--- config.mk ---
export PLATFORM = sky130hd
export DESIGN_NAME = btn_input_ctrl
export DESIGN_NICKNAME = d
export VERILOG_FILES = /design/src/rtl/btn_input_ctrl.sv
export SDC_FILE = /design/constraint.sdc
export NUM_CORES = 1
export LEC_CHECK = 0
export CAP_MARGIN = 20
export CELL_PAD_IN_SITES_DETAIL_PLACEMENT = 0
export CELL_PAD_IN_SITES_GLOBAL_PLACEMENT = 1
export CORE_MARGIN = 10
export CORE_UTILIZATION = 53
export DETAILED_ROUTE_END_ITERATION = 10
export DONT_BUFFER_PORTS = 1
export PLACE_DENSITY = 0.86
export SLEW_MARGIN = 10
export SYNTH_ARGS = -nofsm -noshare
export SYNTH_HDL_FRONTEND = slang
export SYNTH_SLANG_ARGS = --single-unit
--- constraint.sdc ---
create_clock -name clk -period 4.18 [get_ports clk]
set_input_delay 0.836 -clock clk [delete_from_list [all_inputs] [get_ports clk]]
set_output_delay 0.836 -clock clk [all_outputs]
set_load 0.05 [all_outputs]
--- src/rtl/btn_input_ctrl.sv ---
// rtl/btn_input_ctrl.sv - push-button receive block: synchronise, debounce, edge-detect, sticky pending, read-and-clear port
//
// Ports:
//   clk        in   system clock
//   rst        in   asynchronous active-high reset
//   btn        in   NBTN raw asynchronous button levels, 1 = pressed
//   rd_en      in   one-cycle read strobe from the CPU IO decode
//   rd_data    out  32-bit registered snapshot {15'b0, overflow, level[7:0], pending[7:0]}
//   rd_valid   out  high for the single cycle after rd_en
//   btn_level  out  NBTN debounced stable levels
//   irq        out  registered OR of the pending bits

module btn_input_ctrl #(
    parameter int NBTN            = 5,
    parameter int DEBOUNCE_CYCLES = 16,
    parameter int CNT_W           = 5
) (
    input  logic            clk,
    input  logic            rst,
    input  logic [NBTN-1:0] btn,
    input  logic            rd_en,
    output logic [31:0]     rd_data,
    output logic            rd_valid,
    output logic [NBTN-1:0] btn_level,
    output logic            irq
);

    localparam logic [CNT_W-1:0] CNT_MAX = CNT_W'(DEBOUNCE_CYCLES - 1);

    logic [NBTN-1:0]  r_sync1;
    logic [NBTN-1:0]  r_sync2;
    logic [CNT_W-1:0] r_cnt [NBTN];
    logic [NBTN-1:0]  r_level;
    logic [NBTN-1:0]  r_pending;
    logic             r_ovf;
    logic [31:0]      r_rd_data;
    logic             r_rd_valid;
    logic             r_irq;

    logic [CNT_W-1:0] w_cnt_next [NBTN];
    logic [NBTN-1:0]  w_level_next;
    logic [NBTN-1:0]  w_press;
    logic [NBTN-1:0]  w_pending_next;
    logic             w_ovf_next;
    logic [31:0]      w_snapshot;

    // Per-bit debounce: the count runs only while the synchronised level
    // disagrees with the accepted level; any agreement restarts it.
    always_comb begin
        w_level_next = r_level;
        for (int i = 0; i < NBTN; i++) begin
            w_cnt_next[i] = r_cnt[i];
            if (r_sync2[i] == r_level[i]) begin
                w_cnt_next[i] = '0;
            end else if (r_cnt[i] == CNT_MAX) begin
                w_level_next[i] = r_sync2[i];
                w_cnt_next[i]   = '0;
            end else begin
                w_cnt_next[i] = r_cnt[i] + CNT_W'(1);
            end
        end
    end

    // A press that lands on the same edge as a clearing read survives the
    // clear (set wins) and is reported by the next read instead; such a
    // press is never counted as an overflow.
    always_comb begin
        w_press        = w_level_next & ~r_level;
        w_pending_next = rd_en ? w_press : (r_pending | w_press);
        w_ovf_next     = rd_en ? 1'b0 : (r_ovf | (|(w_press & r_pending)));
        w_snapshot     = {15'b0, r_ovf, 8'(r_level), 8'(r_pending)};
    end

    always_ff @(posedge clk or posedge rst) begin
        if (rst) begin
            r_sync1    <= '0;
            r_sync2    <= '0;
            for (int i = 0; i < NBTN; i++) begin
                r_cnt[i] <= '0;
            end
            r_level    <= '0;
            r_pending  <= '0;
            r_ovf      <= 1'b0;
            r_rd_data  <= '0;
            r_rd_valid <= 1'b0;
            r_irq      <= 1'b0;
        end else begin
            r_sync1    <= btn;
            r_sync2    <= r_sync1;
            for (int i = 0; i < NBTN; i++) begin
                r_cnt[i] <= w_cnt_next[i];
            end
            r_level    <= w_level_next;
            r_pending  <= w_pending_next;
            r_ovf      <= w_ovf_next;
            r_rd_valid <= rd_en;
            if (rd_en) begin
                r_rd_data <= w_snapshot;
            end
            // irq tracks the registered pending bits, so it trails them by one edge
            r_irq      <= |r_pending;
        end
    end

    assign rd_data   = r_rd_data;
    assign rd_valid  = r_rd_valid;
    assign btn_level = r_level;
    assign irq       = r_irq;

endmodule

# Word level (Yosys, flattened, before mapping)
# Cells that the tools add are included.
[word_totals]
regBits = 59
latch_bits = 0
ramBits = 0
mem_bits_ro = 0
in_bits = 8
out_inout_bits = 39
elab_cells = 57
mem_count = 0
[op_classes]
addsub = 5
multipliers = 0
div_mod_pow = 0
order_cmp = 0
eq_ne = 10
shift = 0
n_mux = 22
bitwise_logic = 5
n_reduce_logical = 2
[op_table]
columns = ["op", "count"]
rows = [
  ["$mux W5", 11],
  ["$add A5 B1 Y5 const B", 5],
  ["$eq A5 B4 Y1 const B", 5],
  ["$mux W1", 11],
  ["$and A5 B5 Y5", 2],
  ["$reduce_or A5 Y1", 2],
  ["$eq A1 B1 Y1", 5],
  ["$not A5 Y5", 1],
  ["$or A5 B5 Y5", 1],
  ["$or A1 B1 Y1", 1],
]

# Longest topological paths before layout
[depth]
ltp_word = 8
depth_mapped = 5
depth_no_buf = 5

# Worst setup path before layout
# Ideal clock, no wire load.
[synth_path]
kind = "input -> register"
from = "input rd_en"
to = "register r_rd_data[11] (netlist: rd_data[11])"
setup_time_ns = 0.125
arrival_ns = 1.460
t_required_ns = 4.055
path_slack_ns = 2.595
path_stages = 3
path_buffers = 2
cell_sequence = "buf_2 > buf_6 > mux2_2"
[synth_lines]
columns = ["item", "line_no", "rtl"]
rows = [
  ["from (decl)", "21", "input logic rd_en,"],
  ["to (signal assigned)", "98", "r_rd_data <= w_snapshot;"],
  ["to (decl)", "36", "logic [31:0] r_rd_data;"],
]
# No word-level cell between the ends.

# Worst setup path in the final report
[layout_path]
from = "register r_level[1] (netlist: btn_level[1])"
to = "output btn_level[1]"
[layout_lines]
columns = ["item", "line_no", "rtl"]
rows = [
  ["from (decl)", "33", "logic [NBTN-1:0] r_level;"],
  ["from (signal assigned)", "93", "r_level <= w_level_next;"],
  ["to (decl)", "24", "output logic [NBTN-1:0] btn_level,"],
]
# No word-level cell between the ends.

==> impl_metrics.tcl <==
set metrics [dict create \
    outcome "finished, final reports clean" \
    post_cts_buffers 0 \
    startpoint "btn_level[1]" \
    fin_util_pct 59.5 \
    intPower_uw 885 \
    reg2reg_slack_ns 2.75 \
    ys.flop_type "dfrtp_1" \
    synth-warning-count 0 \
    setup_tns_ns 0 \
    grt_max_degree 42 \
    diodes 0 \
    htree_num_levels 3 \
    dr_wl_met3_um 472 \
    slew_headroom_pct 60.1 \
    ios 47 \
    finalCritPeriodShare_pct 45.1 \
    grt_pass1_wl_mm 6.45 \
    worstPathRequired_ns 3.34 \
    drtPass1Iterations 4 \
    leakage_uw 0.00135 \
    drive_gt1_share_pct 19.0 \
    vdd_drop_max_v 0.000302 \
    fin_nets 218 \
    crit_end "btn_level[1]" \
    seq_area_frac_synth_pct 60.3 \
    synth_top_area_share_pct 60.3 \
    worst_slack_ns 2.29 \
    portBuffers 0 \
    clkTransAtPathRegs_ns 0.06 \
    cp_max_fo 6 \
    grt_pass1_vias 1328 \
    worstSetupEndpointType "primary output" \
    min_path_type "reg -> reg" \
    yosysUniqueCellTypes 25 \
    dp_cells 246 \
    root_buffer "clkbuf_8" \
    clockBufferDepth 2 \
    pwr-share-comb_pct 7.1 \
    drt_wl_total_mm 3.98 \
    routed.top_layer "met4" \
    fillers 347 \
    p_clk_share_pct 41.1 \
    dieArea_sq_um 7740 \
    multi_input_area_sq_um 835 \
    fmax_mhz 530 \
    first_iter_violations 63 \
    clock-sinks 59 \
    wl_met1_mm 1.59 \
    yosysMostFrequentCell "dfrtp_1" \
    crit_cells 0 \
    synthTopCellsByCount "59 x dfrtp_1, 21 x buf_4, 16 x mux2_2, 16 x nor2_1, 15 x xor2_1" \
    cts_tree "done" \
    tightestPinTransition_ns 0.598 \
    final_cell_count_no_fill 262 \
    viasPerCell 5.12 \
    rsz0062_at_grt "false" \
    initial_core_util_pct 55.4 \
    layout_min_cycle_time_ns 1.89 \
    power.switching_uw 283 \
    maxSlewViolCount 0 \
    report.final.hold_viol_count 0 \
    path_class "reg -> out" \
    routedWlPerCell_um 15.2 \
    cts_buffers 9 \
    rr_endpoint "r_ovf" \
    synth.area.top_cells "dfrtp_1 60%, mux2_2 7.4%, buf_4 6.4%" \
    power_density_nw_per_um2 445 \
    gr-total-overflow 0 \
    seq_area_sq_um 1480 \
    pwr-share-seq_pct 51.7 \
    reg2reg_depth 4 \
    finalSetupViolCount 0 \
    dr_total_vias 1341 \
    fin_worst_skew_ns 0.00599 \
    area_growth_syn_to_layout_pct 7.26 \
    ant_nets 0 \
    fp-row-count 24 \
    ctsResizeCount 0 \
    preCtsSetupSlack_ns 2.63 \
    yosysTopAreaCell "dfrtp_1" \
    postSynth.asyncResetShare_pct 100 \
    ys_seq_elements 59 \
    synth_edf_count 0 \
    drc 0 \
    die_w_um 88.0 \
    dpl.hpwl_mm 2.92 \
    reg2reg_from "btn_level[1]" \
    die_y_um 88.0 \
    arrival_ns 1.05 \
    met2_length_mm 1.85 \
    synthesis.area_sq_um 2450 \
    gp_congestion 0.764 \
    syn_inst 196 \
    start_kind "flop" \
    cts_hold_buf 0 \
    grt_use_total_pct 11.0 \
    antenna_found_initial 0 \
    core-area_sq_um 4410 \
    avgSynthCellArea_sq_um 12.5 \
    switching_share_pct 24.2 \
    max-cap-violations 0 \
    clkLatencyLatePin_ns 0.33 \
]
-- sequential cells by signal, summed over array words and instances (netlist names) --
signal and cells:
btn_level 5, irq 1, r_cnt 25, r_ovf 1, r_pending 5, r_sync1 5
r_sync2 5, rd_data 11, rd_valid 1
-- metal layers --
| layer | global-route usage [%] | vias to the layer above |
|---|---|---|
| li1 | - | 628 |
| met1 | 12.4 | 665 |
| met2 | 16.6 | 41 |
| met3 | 6.04 | 7 |
| met4 | 5.22 | 0 |
| met5 | 0 | - |
-- logic make-up after synthesis --
logic type,after synthesis,synth area share (%)
muxes,16,7.36
adders and majority gates,5,2.56
other,1,0.153
DFF,59,60.3
xor gates and xnor gates,15,5.37
and+or+nand+nor,54,12.7
AOI/OAI and AO/OA,13,2.91
buffers and inverters,33,8.64
-- placed cells by master, fill, tap and decap left out --
cell	Yosys	layout
inv_1	10	9
nor2b_1	3	3
and3_1	4	4
nand3_1	8	8
nand4b_1	1	1
buf_12	0	1
nand3b_1	3	3
mux2_2	16	16
nor2_1	16	16
nor2_2	1	1
inv_2	0	1
clkbuf_1	0	2
conb_1	1	21
ha_1	5	5
o21ai_0	10	10
a31oi_1	2	2
dfrtp_1	59	59
and2_1	6	6
nor3_1	2	2
clkbuf_8	0	13
and3_2	1	1
xor2_1	15	15
clkinv_2	0	1
a41oi_1	1	1
nor2_4	2	2
nand3_2	4	4
nand2_1	3	3
-- worst min path at each step --
stage,from,endpoint,depth (start not counted)
2_1_floorplan,r_sync1[0],r_sync2[0],0
3_3_place_gp,r_sync1[0],r_sync2[0],0
3_5_place_dp,r_sync1[2],r_sync2[2],0
4_1_cts,r_sync1[1],r_sync2[1],0
5_1_grt,r_sync1[3],r_sync2[3],0
6_report,r_sync1[1],r_sync2[1],0
-- power by group through the flow --
stage	registers [uW]	logic (uW)	clock network [uW]
final	604	83.4	480
after global routing	605	91.8	522
after CTS	604	83.7	496
after detailed placement	614	82.6	0
after global placement	612	77.5	0
after floorplan	611	91.7	0
-- layout make-up --
cell class	instances	share of cell area (%)
clock buffer	15	7.10
clock inverter	1	0.191
inverter	10	1.43
multi-input combinational	124	31.8
sequential	59	56.2
tap	52	2.48
timing repair buffer	1	0.763
-- per-stage QoR --
stage               hold WS [ns]  power, uW  instance area [sq um]
finish                     0.347       1170                   2630
global route               0.355       1220                   2630
CTS                        0.350       1180                   2630
detailed placement         0.336        696                   2430
global placement           0.337        690                   2410
floorplan                  0.331        702                   2520
Note: power is estimated with default switching activity, not from simulation.
